[src/rtl/mem_stage_ctrl.sv]
// rtl/mem_stage_ctrl.sv - MEM-stage controller: SRAM load/store sequencing, pipeline freeze and MEM/WB outputs
//
// Sits between the EXE/MEM and MEM/WB pipeline registers.
//
// Non-memory instructions pass straight through with no added latency.
//
// Loads and stores go to a word SRAM over a req/ack handshake:
//   - an access takes 1 detect cycle (IDLE), N request cycles (REQ) and 1 result cycle (DONE);
//   - freeze stalls the upstream stages and bubbles go downstream until DONE.
//
// Optional feature macro: MEM_TIMEOUT_EN
//   - adds parameter TIMEOUT and output mem_err;
//   - an access that sees no ack within TIMEOUT request cycles is abandoned;
//   - the abandoned access completes with read data 32'hDEADBEEF and mem_err high.
//
// Ports:
//   clk, reset          clock, synchronous active-high reset
//   in_valid .. dest_in instruction fields from EXE/MEM
//   freeze              stall for IF..EXE/MEM
//   wb_en_out .. dest_out  values captured by MEM/WB
//   sram_req/we/addr/wdata  registered SRAM request
//   sram_ack/rdata      SRAM completion and read data
//   mem_err             timeout flag (MEM_TIMEOUT_EN only)

module mem_stage_ctrl #(
    parameter int DATA_W    = 32,
    parameter int REG_W     = 4,
    parameter int ADDR_W    = 16,
    parameter int BASE_ADDR = 1024
`ifdef MEM_TIMEOUT_EN
    ,
    parameter int TIMEOUT   = 255
`endif
) (
    input  logic              clk,
    input  logic              reset,
    input  logic              in_valid,
    input  logic              wb_en_in,
    input  logic              mem_r_en_in,
    input  logic              mem_w_en_in,
    input  logic [DATA_W-1:0] alu_result_in,
    input  logic [DATA_W-1:0] st_val_in,
    input  logic [REG_W-1:0]  dest_in,
    output logic              freeze,
    output logic              wb_en_out,
    output logic              mem_r_en_out,
    output logic [DATA_W-1:0] alu_result_out,
    output logic [DATA_W-1:0] mem_read_val_out,
    output logic [REG_W-1:0]  dest_out,
    output logic              sram_req,
    output logic              sram_we,
    output logic [ADDR_W-1:0] sram_addr,
    output logic [DATA_W-1:0] sram_wdata,
    input  logic              sram_ack,
    input  logic [DATA_W-1:0] sram_rdata
`ifdef MEM_TIMEOUT_EN
    ,
    output logic              mem_err
`endif
);

    localparam logic [1:0] ST_IDLE = 2'd0;
    localparam logic [1:0] ST_REQ  = 2'd1;
    localparam logic [1:0] ST_DONE = 2'd2;

    localparam logic [DATA_W-1:0] BASE = DATA_W'(BASE_ADDR);

    logic [1:0]        state;
    logic              lat_wb_en;
    logic              lat_mem_r_en;
    logic              lat_mem_w_en;
    logic [DATA_W-1:0] lat_alu_result;
    logic [REG_W-1:0]  lat_dest;
    logic [DATA_W-1:0] cap_data;
    logic              memop;

`ifdef MEM_TIMEOUT_EN
    logic [7:0] wait_cnt;
    logic [7:0] wait_cnt_next;
    assign wait_cnt_next = wait_cnt + 8'd1;
`endif

    assign memop = in_valid & (mem_r_en_in | mem_w_en_in);

    always_ff @(posedge clk) begin
        if (reset) begin
            state          <= ST_IDLE;
            sram_req       <= 1'b0;
            sram_we        <= 1'b0;
            sram_addr      <= '0;
            sram_wdata     <= '0;
            lat_wb_en      <= 1'b0;
            lat_mem_r_en   <= 1'b0;
            lat_mem_w_en   <= 1'b0;
            lat_alu_result <= '0;
            lat_dest       <= '0;
            cap_data       <= '0;
`ifdef MEM_TIMEOUT_EN
            wait_cnt       <= '0;
            mem_err        <= 1'b0;
`endif
        end else begin
            case (state)
                ST_IDLE: begin
                    if (memop) begin
                        lat_wb_en      <= wb_en_in;
                        lat_mem_r_en   <= mem_r_en_in;
                        lat_mem_w_en   <= mem_w_en_in;
                        lat_alu_result <= alu_result_in;
                        lat_dest       <= dest_in;
                        sram_req       <= 1'b1;
                        // A request with both enables set is issued as a write.
                        sram_we        <= mem_w_en_in;
                        // Byte address relative to the SRAM base, as a word index;
                        // addresses below the base wrap around the SRAM.
                        sram_addr      <= ADDR_W'((alu_result_in - BASE) >> 2);
                        sram_wdata     <= st_val_in;
                        state          <= ST_REQ;
`ifdef MEM_TIMEOUT_EN
                        wait_cnt       <= '0;
`endif
                    end
                end
                ST_REQ: begin
                    if (sram_ack) begin
                        cap_data <= (lat_mem_r_en && !lat_mem_w_en) ? sram_rdata : '0;
                        sram_req <= 1'b0;
                        sram_we  <= 1'b0;
                        state    <= ST_DONE;
`ifdef MEM_TIMEOUT_EN
                    end else if (wait_cnt_next == 8'(TIMEOUT)) begin
                        cap_data <= DATA_W'(32'hDEADBEEF);
                        sram_req <= 1'b0;
                        sram_we  <= 1'b0;
                        mem_err  <= 1'b1;
                        state    <= ST_DONE;
                    end else begin
                        wait_cnt <= wait_cnt_next;
`endif
                    end
                end
                ST_DONE: begin
                    // EXE/MEM still holds the finished instruction here; never restart from DONE.
                    state <= ST_IDLE;
`ifdef MEM_TIMEOUT_EN
                    mem_err <= 1'b0;
`endif
                end
                default: state <= ST_IDLE;
            endcase
        end
    end

    always_comb begin
        freeze           = 1'b0;
        wb_en_out        = 1'b0;
        mem_r_en_out     = 1'b0;
        alu_result_out   = '0;
        mem_read_val_out = '0;
        dest_out         = '0;
        case (state)
            ST_IDLE: begin
                if (memop) begin
                    freeze = 1'b1;
                end else begin
                    wb_en_out      = in_valid & wb_en_in;
                    mem_r_en_out   = in_valid & mem_r_en_in;
                    alu_result_out = alu_result_in;
                    dest_out       = dest_in;
                end
            end
            ST_REQ: begin
                freeze = 1'b1;
            end
            ST_DONE: begin
                wb_en_out        = lat_wb_en;
                mem_r_en_out     = lat_mem_r_en;
                alu_result_out   = lat_alu_result;
                mem_read_val_out = cap_data;
                dest_out         = lat_dest;
            end
            default: begin
                freeze = 1'b0;
            end
        endcase
        if (reset) begin
            freeze       = 1'b0;
            wb_en_out    = 1'b0;
            mem_r_en_out = 1'b0;
        end
    end

endmodule

[config.mk]
export PLATFORM = sky130hd
export DESIGN_NAME = mem_stage_ctrl
export DESIGN_NICKNAME = d
export VERILOG_FILES = /design/src/rtl/mem_stage_ctrl.sv
export SDC_FILE = /design/constraint.sdc
export NUM_CORES = 1
export LEC_CHECK = 0
export BUFFER_PORTS_ARGS = -buffer_cell sky130_fd_sc_hd__buf_2
export CORE_ASPECT_RATIO = 0.9
export CORE_MARGIN = 2
export CORE_UTILIZATION = 47
export CTS_CLUSTER_DIAMETER = 30
export CTS_CLUSTER_SIZE = 25
export DETAILED_ROUTE_END_ITERATION = 12
export PLACE_DENSITY = 0.81
export SLEW_MARGIN = 15
export SYNTH_ARGS = -nofsm -noshare
export SYNTH_HDL_FRONTEND = slang
export SYNTH_SLANG_ARGS = --single-unit
[constraint.sdc]
create_clock -name clk -period 2 [get_ports clk]
set_input_delay 0.2 -clock clk [delete_from_list [all_inputs] [get_ports clk]]
set_output_delay 0.2 -clock clk [all_outputs]
set_load 0.01 [all_outputs]
# Word level (Yosys, flattened, before mapping)
# Cells that the tools add are included.
totals:
  reg_bits: 123
  mem_count: 0
  rom_bits: 0
  ramBits: 0
  output_inout_bits: 121
  latch_bits: 0
  input_bits: 107
classes:
  n_mux: 23
  multipliers: 0
  magnitude_cmp: 0
  bitwise: 4
  eq_ne: 4
  n_reduce_logical: 8
  add_sub_neg: 1
  div: 0
  shifts: 0
op_table:
  columns: ["cell", "count"]
  rows:
  - ["2-to-1 mux 32 bit", 3]
  - ["one-hot mux 32 bit (2 select lines)", 1]
  - ["subtractor 18 x 11 -> 18 bit, second input constant", 1]
  - ["one-hot mux 1 bit (2 select lines)", 5]
  - ["2-to-1 mux 1 bit", 9]
  - ["one-hot mux 4 bit (2 select lines)", 1]
  - ["AND reduction 2 bit", 3]
  - ["2-to-1 mux 2 bit", 2]
  - ["2-to-1 mux 4 bit", 1]
  - ["!= test 2 bit, second input constant", 2]
  - ["one-hot mux 2 bit (2 select lines)", 1]
  - ["bitwise AND 1 bit", 3]
  - ["AND reduction 3 bit", 1]
  - ["equality test 2 x 1 -> 1 bit, second input constant", 1]
  - ["equality test 2 bit, second input constant", 1]
  - ["logical NOT 2 bit", 1]
  - ["nonzero test 2 bit", 1]
  - ["logical AND 1 bit", 1]
  - ["logical NOT 1 bit", 1]
  - ["OR 1 bit", 1]

# Logic depth before layout (Yosys ltp)
# Gate-level depths: netlist of run 1.
depth:
  ltp_word: 5
  ltp_mapped: 6
  ltp_nobuf: 5

# Least setup slack after synthesis of run 1
# No wires, ideal clock.
synth_path:
  path_kind: "register to output"
  start: "reg state[0]"
  end: "out wb_en_out"
  slack_ps: 346
  n_path_buf: 1
  arrival_ps: 1454
  path_stages_with_launch: 5
  cell_sequence: "dfxtp_1 > nor2_1 > clkbuf_1 > nand4_1 > a211oi_1"
synth_via:
  elab_chain_len: 3
synth_rtl:
  columns: ["element", "line_no", "text"]
  rows:
  - ["start, declared", "68", "logic [1:0] state;"]
  - ["start signal, assigned", "87", "state <= ST_IDLE;"]
  - ["start signal, assigned", "118", "state <= ST_REQ;"]
  - ["start signal, assigned", "129", "state <= ST_DONE;"]
  - ["equality test 2 bit / logical NOT 2 bit (equally long branches)", "161", "case (state)"]
  - ["one-hot mux 1 bit (2 select lines) (*)", "161", null]
  - ["2-to-1 mux 1 bit (*)", "186", "if (reset) begin"]
  - ["end, declared", "45", "output logic wb_en_out,"]
# Mark *: on every way between the ends. The rest lies on a longest branch, timed or not.

# Final worst setup path of run 1
layout_path:
  start: "reg state[1]"
  end: "out alu_result_out[20]"
layout_via:
  elab_chain_len: 2
layout_rtl:
  columns: ["element", "line_no", "text"]
  rows:
  - ["equality test 2 bit / logical NOT 2 bit (equally long branches)", "161", null]
  - ["one-hot mux 32 bit (2 select lines) (*)", "161", null]
  - ["end, declared", "47", "output logic [DATA_W-1:0] alu_result_out,"]
# Marks and branches as above.

==> results.md, run 1 <==
- The run finished with clean final reports.
- In this run, placement finished with an instance count of 859.
- No sink is reached through more buffers than the 2 on the longest clock path.
- The final-report setup violation count is 0.
- Dividing the final minimum period by the clock period gives 98.7%.
- The vias after detailed routing is 5255.
- For this run, the number of standard cells in the final layout without fillers is 910.
- After synthesis, flip-flops and latches occupy 47.5% of the total area.
- Summing all non-filler instances in the final layout gives an area of 0.00694 sq mm.
- Traced cell by cell, the critical path runs through or2_4 > nor2_4 > buf_12 > clkbuf_16 > a22o_1 > buf_2.
- The worst path needs 1.97 ns of the cycle, external delays included.
- The largest driver fanout on the critical path is 7.
- The most used flip-flop cell after synthesis is sky130_fd_sc_hd__dfxtp_1.
- The class of the most critical setup path is reg -> out.
- After detailed routing, the number of vias per cell comes to 5.77.
- The maximum single-stage delay on the critical path is 0.37 ns.
- The insertion delay of the later-clocked pin in the worst-skew pair is 0.40 ns.
- In the layout the commonest cells are 226 x sky130_fd_sc_hd__buf_2, 113 x sky130_fd_sc_hd__dfxtp_1, 82 x sky130_fd_sc_hd__a21oi_1, 72 x sky130_fd_sc_hd__o21ai_0, 71 x sky130_fd_sc_hd__nand3_1.
- Summed over all layers, the routed wires come to 15600 um.
- The sort of element at the end of the critical path is a primary output.
- In this run, synthesis inferred 0 flip-flops with an integrated enable.
- Global routing consumed, over all layers together, 26.0% of the routing resources.
- The average footprint of a synthesized cell is 8.71 sq um.
- Clock skew on the completed layout was measured at 0.00990 ns.
- The total number of yosys warnings is 0.
- The first detailed-routing pass ran for 5 iterations.
- For flop-to-flop paths, the worst setup slack is 0.31 ns.
- The min-delay analysis places its worst path in the category in -> reg.
- Of the post-synthesis cell area, the dominant cell type holds 47.5%.
- The fraction of final layout cells sized beyond drive strength 1 is 37.4%.
- The tool flagged a number of max-cap violations equal to 0.
- The full die area is 0.0111 sq mm.
- The power density over the cells is 938 mW/mm^2.
- The critical path buffer and inverter count is 3.
- The maximum number of pins on one net before global-route repair is 80.
- The cell leakage power is 3.16 nW.
- The number of nets in the final layout is 877.
- The synthesized design contains 115 register bits.
- The core region is 0.0101 sq mm.
- On the final layout, the worst hold slack is 0.0117 ns.
- The root buffer cell chosen for the clock tree is sky130_fd_sc_hd__clkbuf_16.
- The number of max-slew violations in the final report is 0.
- The total number of H-tree levels is 4.
- The via count of the first global-routing pass came to 4784.
- The share of async-settable or async-resettable flops after synthesis is 0%.
- For the pin with the worst max-slew slack, the measured transition is 0.732 ns.
- The area of the multi-input gates is 0.00228 sq mm.
- The repair_antennas step left the layout with diodes totalling 0.
- Yosys mapped the design onto 36 distinct sky130hd cell types.
- In this run the tightest slew margin relative to its limit is 51.1%.
- Clock tree synthesis found a total of 115 sinks.
- Measured on the finished design, the core utilization comes to 68.6%.
- The cell accounting for the most synthesized area is sky130_fd_sc_hd__dfxtp_1.
- The cell area reported after detailed placement is 0.00604 sq mm.
- The highest clock frequency the design can meet is 506 MHz.
- Setup repair after global routing could not meet its margin everywhere.
- After clock tree synthesis, the clock-pin slew on the worst setup and hold paths is 0.05 ns.
- The number of fillers in the final layout is 825.
- Summed over all layers, the global routing overflow is 0.
- In the final routed layout, each cell accounts on average for 17.1 um.
- The hold violation count in the final report is 0.
- After floorplanning, the core was divided into 35 placement rows.
- The leading cell type in the layout, fill and taps excluded is sky130_fd_sc_hd__buf_2.
- Setup slack closes at 0.0252 ns.
- Summing every instance area after synthesis gives 0.00484 sq mm.
- The number of nets in the synthesized netlist is 664.
- Among all stages on the critical path, the largest delay is contributed by sky130_fd_sc_hd__dfxtp_4.
- The congestion estimate from routability-driven global placement came to 0.863.
- The number of antenna violations at the first check in global routing is 0.
- The number of input and output port buffers inserted is 227.
- Registers take 0.00231 sq mm.
- The die span in y is 100 um.
- STA puts the critical path data required time at 1.80 ns.
- The global-route wire length before repair is 23600 um.
- In the routed design, unresolved DRC markers number 0.
- The number of DRC markers in iteration 0 is 305.
- The post-detailed-route count of antenna-violating nets is 0.
- The starting density of the core is 47.9%.
- The die width is 111 um.
- The worst setup timing slack at the placement stage is 0.0422 ns.
- Data arrives at the worst endpoint at 1.77 ns.
- The HPWL after detailed placement is 9940 um.
- The total CTS buffers is 17.
- The I/O pin count is 228.
- TritonCTS built the clock tree.
- In the post-synthesis netlist, the biggest area contributors are sky130_fd_sc_hd__dfxtp_1 48%, sky130_fd_sc_hd__a22o_1 12%, sky130_fd_sc_hd__a21oi_1 8.5%.
- The kind of cell with the highest combined delay along the critical path is simple AND/OR/NAND/NOR gates.
- The worst setup path is launched from a flop.
- Synthesis produced 556 cells.
- VDD sags by at most 0.625 mV.
- The area growth from synthesis to layout is 43.3%.
[synthesized netlist by cell type (2+ instances only)]
cell,count
sky130_fd_sc_hd__nor2b_1,2
sky130_fd_sc_hd__nor2_1,6
sky130_fd_sc_hd__a211oi_1,6
sky130_fd_sc_hd__clkbuf_1,48
sky130_fd_sc_hd__and2_1,32
sky130_fd_sc_hd__inv_1,3
sky130_fd_sc_hd__nand3_1,71
sky130_fd_sc_hd__a21oi_1,82
sky130_fd_sc_hd__a22o_1,67
sky130_fd_sc_hd__buf_1,6
sky130_fd_sc_hd__a311oi_1,3
sky130_fd_sc_hd__dfxtp_1,115
sky130_fd_sc_hd__xnor2_1,3
sky130_fd_sc_hd__nor3_1,2
sky130_fd_sc_hd__or3_1,2
sky130_fd_sc_hd__buf_4,8
sky130_fd_sc_hd__o21ai_0,72
sky130_fd_sc_hd__buf_2,8
sky130_fd_sc_hd__nand2_1,3
[sequential cells by signal, summed over array words and instances (netlist names)]
register and cells:
cap_data 32, sram_wdata 32, lat_alu_result 24, sram_addr 16
lat_dest 4, state 2, lat_mem_r_en 1, lat_mem_w_en 1
lat_wb_en 1, sram_req 1, sram_we 1
[kinds of logic (layout without fill, tap and decap cells)]
kind of cell	after synthesis	after routing	synth area share, %
AO/OA/AOI/OAI	236	236	30.5
flip-flops	115	115	47.5
XOR/XNOR	3	3	0.543
buffers and inverters	73	298	6.49
adder cells (fa/ha/maj)	1	1	0.258
AND/OR/NAND/NOR	128	128	14.7
[final timing paths]
path / start / cells past startpoint / to
setup / recovery: state[1] / 6 / alu_result_out[20]
hold reg to reg: cap_data[25] / 1 / cap_data[25]
hold / removal: sram_rdata[11] / 2 / cap_data[11]
setup reg to reg: state[1] / 5 / sram_addr[13]
[layout make-up]
cell class                 instances  area share, %
tap                              129           2.33
sequential                       115           33.2
multi-input combinational        368           32.8
clock buffer                      23           7.03
inverter                           3          0.162
clock inverter                     8           1.78
timing repair buffer             264           22.6
[worst register-to-register path: stages (launching register included)]
cell and delay [ns]:
sky130_fd_sc_hd__dfxtp_4 0.37, sky130_fd_sc_hd__or2_4 0.27, sky130_fd_sc_hd__buf_4 0.14, sky130_fd_sc_hd__buf_4 0.19
sky130_fd_sc_hd__nor2_1 0.40, sky130_fd_sc_hd__a311oi_1 0.17
[stage by stage]
step | setup TNS [ns] | power, mW
6_report | 0 | 6.51
5_1_grt | -0.134 | 6.74
3_3_place_gp | 0 | 3.33
2_1_floorplan | 0 | 2.98
3_5_place_dp | 0 | 3.35
4_1_cts | 0 | 6.48
[per-layer routing]
| metal | share of wire [%] | global-route usage (%) | vias to the layer above |
|---|---|---|---|
| met5 | 0 | 0 | - |
| met4 | 2.0 | 10.6 | 0 |
| met3 | 6.9 | 6.28 | 22 |
| met2 | 51 | 46.1 | 256 |
| met1 | 40 | 30.6 | 2519 |
| li1 | - | - | 2458 |
[repair_timing]
item / in CTS / in global routing
buffers inserted: 0 / 2
gates cloned: 0 / 4
hold endpoints to repair: 14 / 0
hold buffers: 14 / 0
gates resized for setup: 1 / 9
endpoints found under the setup margin: 25 / 36
pin swaps: 0 / 6
[power by group]
group / internal [mW] / switching [mW] / leakage [nW] / total [mW]
Sequential: 2.41 / 0.0588 / 0.940 / 2.47
Combinational: 0.417 / 0.534 / 1.92 / 0.951
Clock: 2.08 / 1.01 / 0.296 / 3.09
Power figures use the tool's default switching activity.
==> run 2, diff against run 1 <==
--- a/config.mk
+++ b/config.mk
@@ -13,6 +13,7 @@
 export CTS_CLUSTER_SIZE = 25
 export DETAILED_ROUTE_END_ITERATION = 12
 export PLACE_DENSITY = 0.81
+export REMOVE_ABC_BUFFERS = 1
 export SLEW_MARGIN = 15
 export SYNTH_ARGS = -nofsm -noshare
 export SYNTH_HDL_FRONTEND = slang
==> run 2 against run 1 <==
Compared with the run above: global-route usage down 0.68 points; sequential share of layout area rose by 0.46 points; clock power grew 5%; hold slack hardly changed; core utilization down 1.1 points; critical path type unchanged; critical endpoint is now alu_result_out[27].
==> results.md, run 2 (synthesis gave the netlist of run 1 again) <==
- The flow ran to the end, and the final reports show no timing, DRC or antenna violations.
- The shortest period the worst path allows is 1.93 ns.
- The kind of start point of the critical path is a flop.
- The largest single stage delay on the critical path is 0.39 ns.
- The vias after detailed routing is 5152.
- The number of max-slew violations in the final report is 0.
- The routed via count divided by cell count is 5.73.
- Dividing the detail-routed wire length by the instance count gives 16.8 um.
- The worst register-to-register path begins at state[0].
- Setup violations remaining at the end of the flow were counted as 0.
- The final instance count without filler cells is 899.
- The cell with the biggest individual delay on the critical path is sky130_fd_sc_hd__dfxtp_1.
- The total inserted antenna cells is 0.
- In the routed design, unresolved DRC markers number 0.
- The top cell types in the final layout, fill and taps aside, are 227 x sky130_fd_sc_hd__buf_2, 115 x sky130_fd_sc_hd__dfxtp_1, 82 x sky130_fd_sc_hd__a21oi_1, 72 x sky130_fd_sc_hd__o21ai_0, 71 x sky130_fd_sc_hd__nand3_1.
- The insertion delay of the later-clocked pin in the worst-skew pair is 0.39 ns.
- The internal power consumption is 5.00 mW.
- The worst hold path cell count is 2.
- The power share of the sequential group is 37.2%.
- The critical path buffer and inverter count is 4.
- The number of max-cap violations is 0.
- From left edge to right edge, the die measures 111 um.
- The transition time at the pin with the least slew margin is 0.722 ns.
- From bottom edge to top edge, the die measures 100 um.
- The number of DRC markers in iteration 0 is 355.
- In this run, the clock network consumes 49.1% of the power.
- Once detail routing completed, the nets flagged for antenna violations numbered 0.
- The clock net in this run drives a total of 115 sinks.
- Pin placement for this block handled 228 I/O pins.
- The setup path with the least slack is of type reg -> out.
- At the worst endpoint, the required time is 1.80 ns.
- The clock tree from TritonCTS is done.
- In this run the most critical hold path is launched from sram_rdata[2].
- The analysis attributes to cell leakage a power of 3.13 nW.
- The area occupied by registers is 0.00230 sq mm.
- Clock-pin slew was measured on the worst setup and hold paths at 0.06 ns.
- The area of the multi-input gates is 0.00228 sq mm.
- The global-route wire length before repair is 23500 um.
- The iteration count of the initial detailed-routing pass is 5.
- The highest signal layer in the routed design is met4.
- The maximum vdd ir drop is 0.662 mV.
- The initial utilization of the core area, before any placement, comes to 47.9%.
- The via count of the first global-routing pass is 4852.
- The filler cells instantiated in the layout total 795.
- Measured in cells, the most critical reg-to-reg path has a length of 4.
- The number of antenna violations at the first check in global routing is 0.
- The final routed wirelength across all metal layers is 15100 um.
- The row count is 35.
- On the critical path the largest part of the delay comes from buffers and inverters.
- Cells with a size suffix above 1 make up 38.2% of the layout.
- The overall power after layout is 6.62 mW.
- The area growth from synthesis to layout is 41.1%.
- The placed wire-length estimate is 9940 um.
- The leading cell type in the layout, fill and taps excluded is sky130_fd_sc_hd__buf_2.
- The number of nets in the final layout is 865.
- Of all nets on the critical path, the largest fanout is 27.
- The clock root buffer is sky130_fd_sc_hd__clkbuf_16.
- The sort of element at the end of the critical path is a primary output.
- Entering global routing, the biggest net connects 53 pins.
- The floorplan step defined a die boundary enclosing 0.0111 sq mm.
- Counting along the longest clock path gives a buffer depth of 2.
- The final estimated routing congestion in global placement is 0.786.
- The hold-fix buffer count after cts is 0.
- On the final layout, the worst clock skew is 0.00869 ns.
- The hold path endpoint is cap_data[2].
- The most common cell type on the critical path is sky130_fd_sc_hd__buf_12.
- Combinational cells account for 13.7% of the total power.
- The hold violation count in the final report is 0.
- The H-tree was split into 4 levels.
- The final critical path takes up 96.5% of the cycle.
- Port buffering added 227 buffers.
- The power density over the cells is 970 mW/mm^2.
- After detailed placement, the design holds a cell count of 860.
- The total area inside the core boundary comes to 0.0101 sq mm.
- The min-delay analysis places its worst path in the category in -> reg.
- In this run the register-to-register setup slack is 0.31 ns.
- The highest clock frequency the design can meet is 518 MHz.
- The routed metal-1 wirelength is 6130 um.
- In this run switching power makes up 24.5% of total power.
- The routed design uses 1120 um of met3 wire.
- Walking the worst path, the cells encountered are buf_4 > nor2b_4 > buf_12 > buf_12 > a22o_1 > buf_2.
- The largest registers in the layout are cap_data x32, sram_wdata x32, lat_alu_result x24.
- The total CTS buffers is 17.
- The global-route total usage across every layer is 25.3%.
- The reported net switching power is 1.62 mW.
- On the final layout, the worst hold slack is 0.0117 ns.
- Data on the critical path arrives at its endpoint at 1.73 ns.
- The endpoint of the worst register-to-register path is sram_addr[13].
- For this run the aggregate overflow at the end of global routing stands at 0.
- Measured against its own limit, the worst slew margin works out to 51.7%.
- The routed length on met2 is 7630 um.
run 2: worst max path at each step:
| stage | start | end | slack, ns | depth (start not counted) |
|---|---|---|---|---|
| after floorplan | state[0] | wb_en_out | -1.69 | 3 |
| after global placement | state[1] | cap_data[16] | 0.27 | 3 |
| after detailed placement | state[1] | cap_data[16] | 0.17 | 3 |
| after CTS | state[0] | alu_result_out[27] | 0.03 | 5 |
| after global routing | state[1] | mem_r_en_out | -0.009 | 6 |
| final | state[1] | alu_result_out[27] | 0.07 | 6 |
run 2: stage by stage:
step	worst slack (ns)	cell area (sq um)	setup TNS (ns)	utilization (%)
final	0.0709	6830	0	67.5
after global routing	-0.00875	6830	-0.0183	67.5
after CTS	0.0340	6740	0	66.7
after detailed placement	0.174	6070	0	60.0
after global placement	0.268	6070	0	60.0
after floorplan	-1.69	4540	-182.76	-
run 2: power by group through the flow:
stage / registers [mW] / logic (mW) / clock network (mW)
6_report: 2.46 / 0.910 / 3.25
5_1_grt: 2.48 / 0.991 / 3.41
4_1_cts: 2.46 / 0.859 / 3.28
3_5_place_dp: 2.51 / 0.851 / 0
3_3_place_gp: 2.50 / 0.829 / 0
2_1_floorplan: 2.53 / 0.378 / 0
run 2: timing repair:
item,in CTS,in global routing
gates cloned,0,3
pin swaps,0,1
buffers inserted,3,1
resized for setup,0,1
endpoints found under the setup margin,60,5
run 2: final cells by class:
class | instances | area share (%)
Inverter | 3 | 0.165
Multi-Input combinational cell | 368 | 33.4
Tap cell | 129 | 2.36
Sequential cell | 115 | 33.7
Clock inverter | 14 | 3.08
Clock buffer | 18 | 6.28
Timing Repair Buffer | 252 | 21.0
run 2: layer usage:
metal	track usage (%)	vias to the layer above
li1	-	2428
met1	31.4	2486
met2	43.5	216
met3	6.70	22
met4	7.98	0
met5	0	-
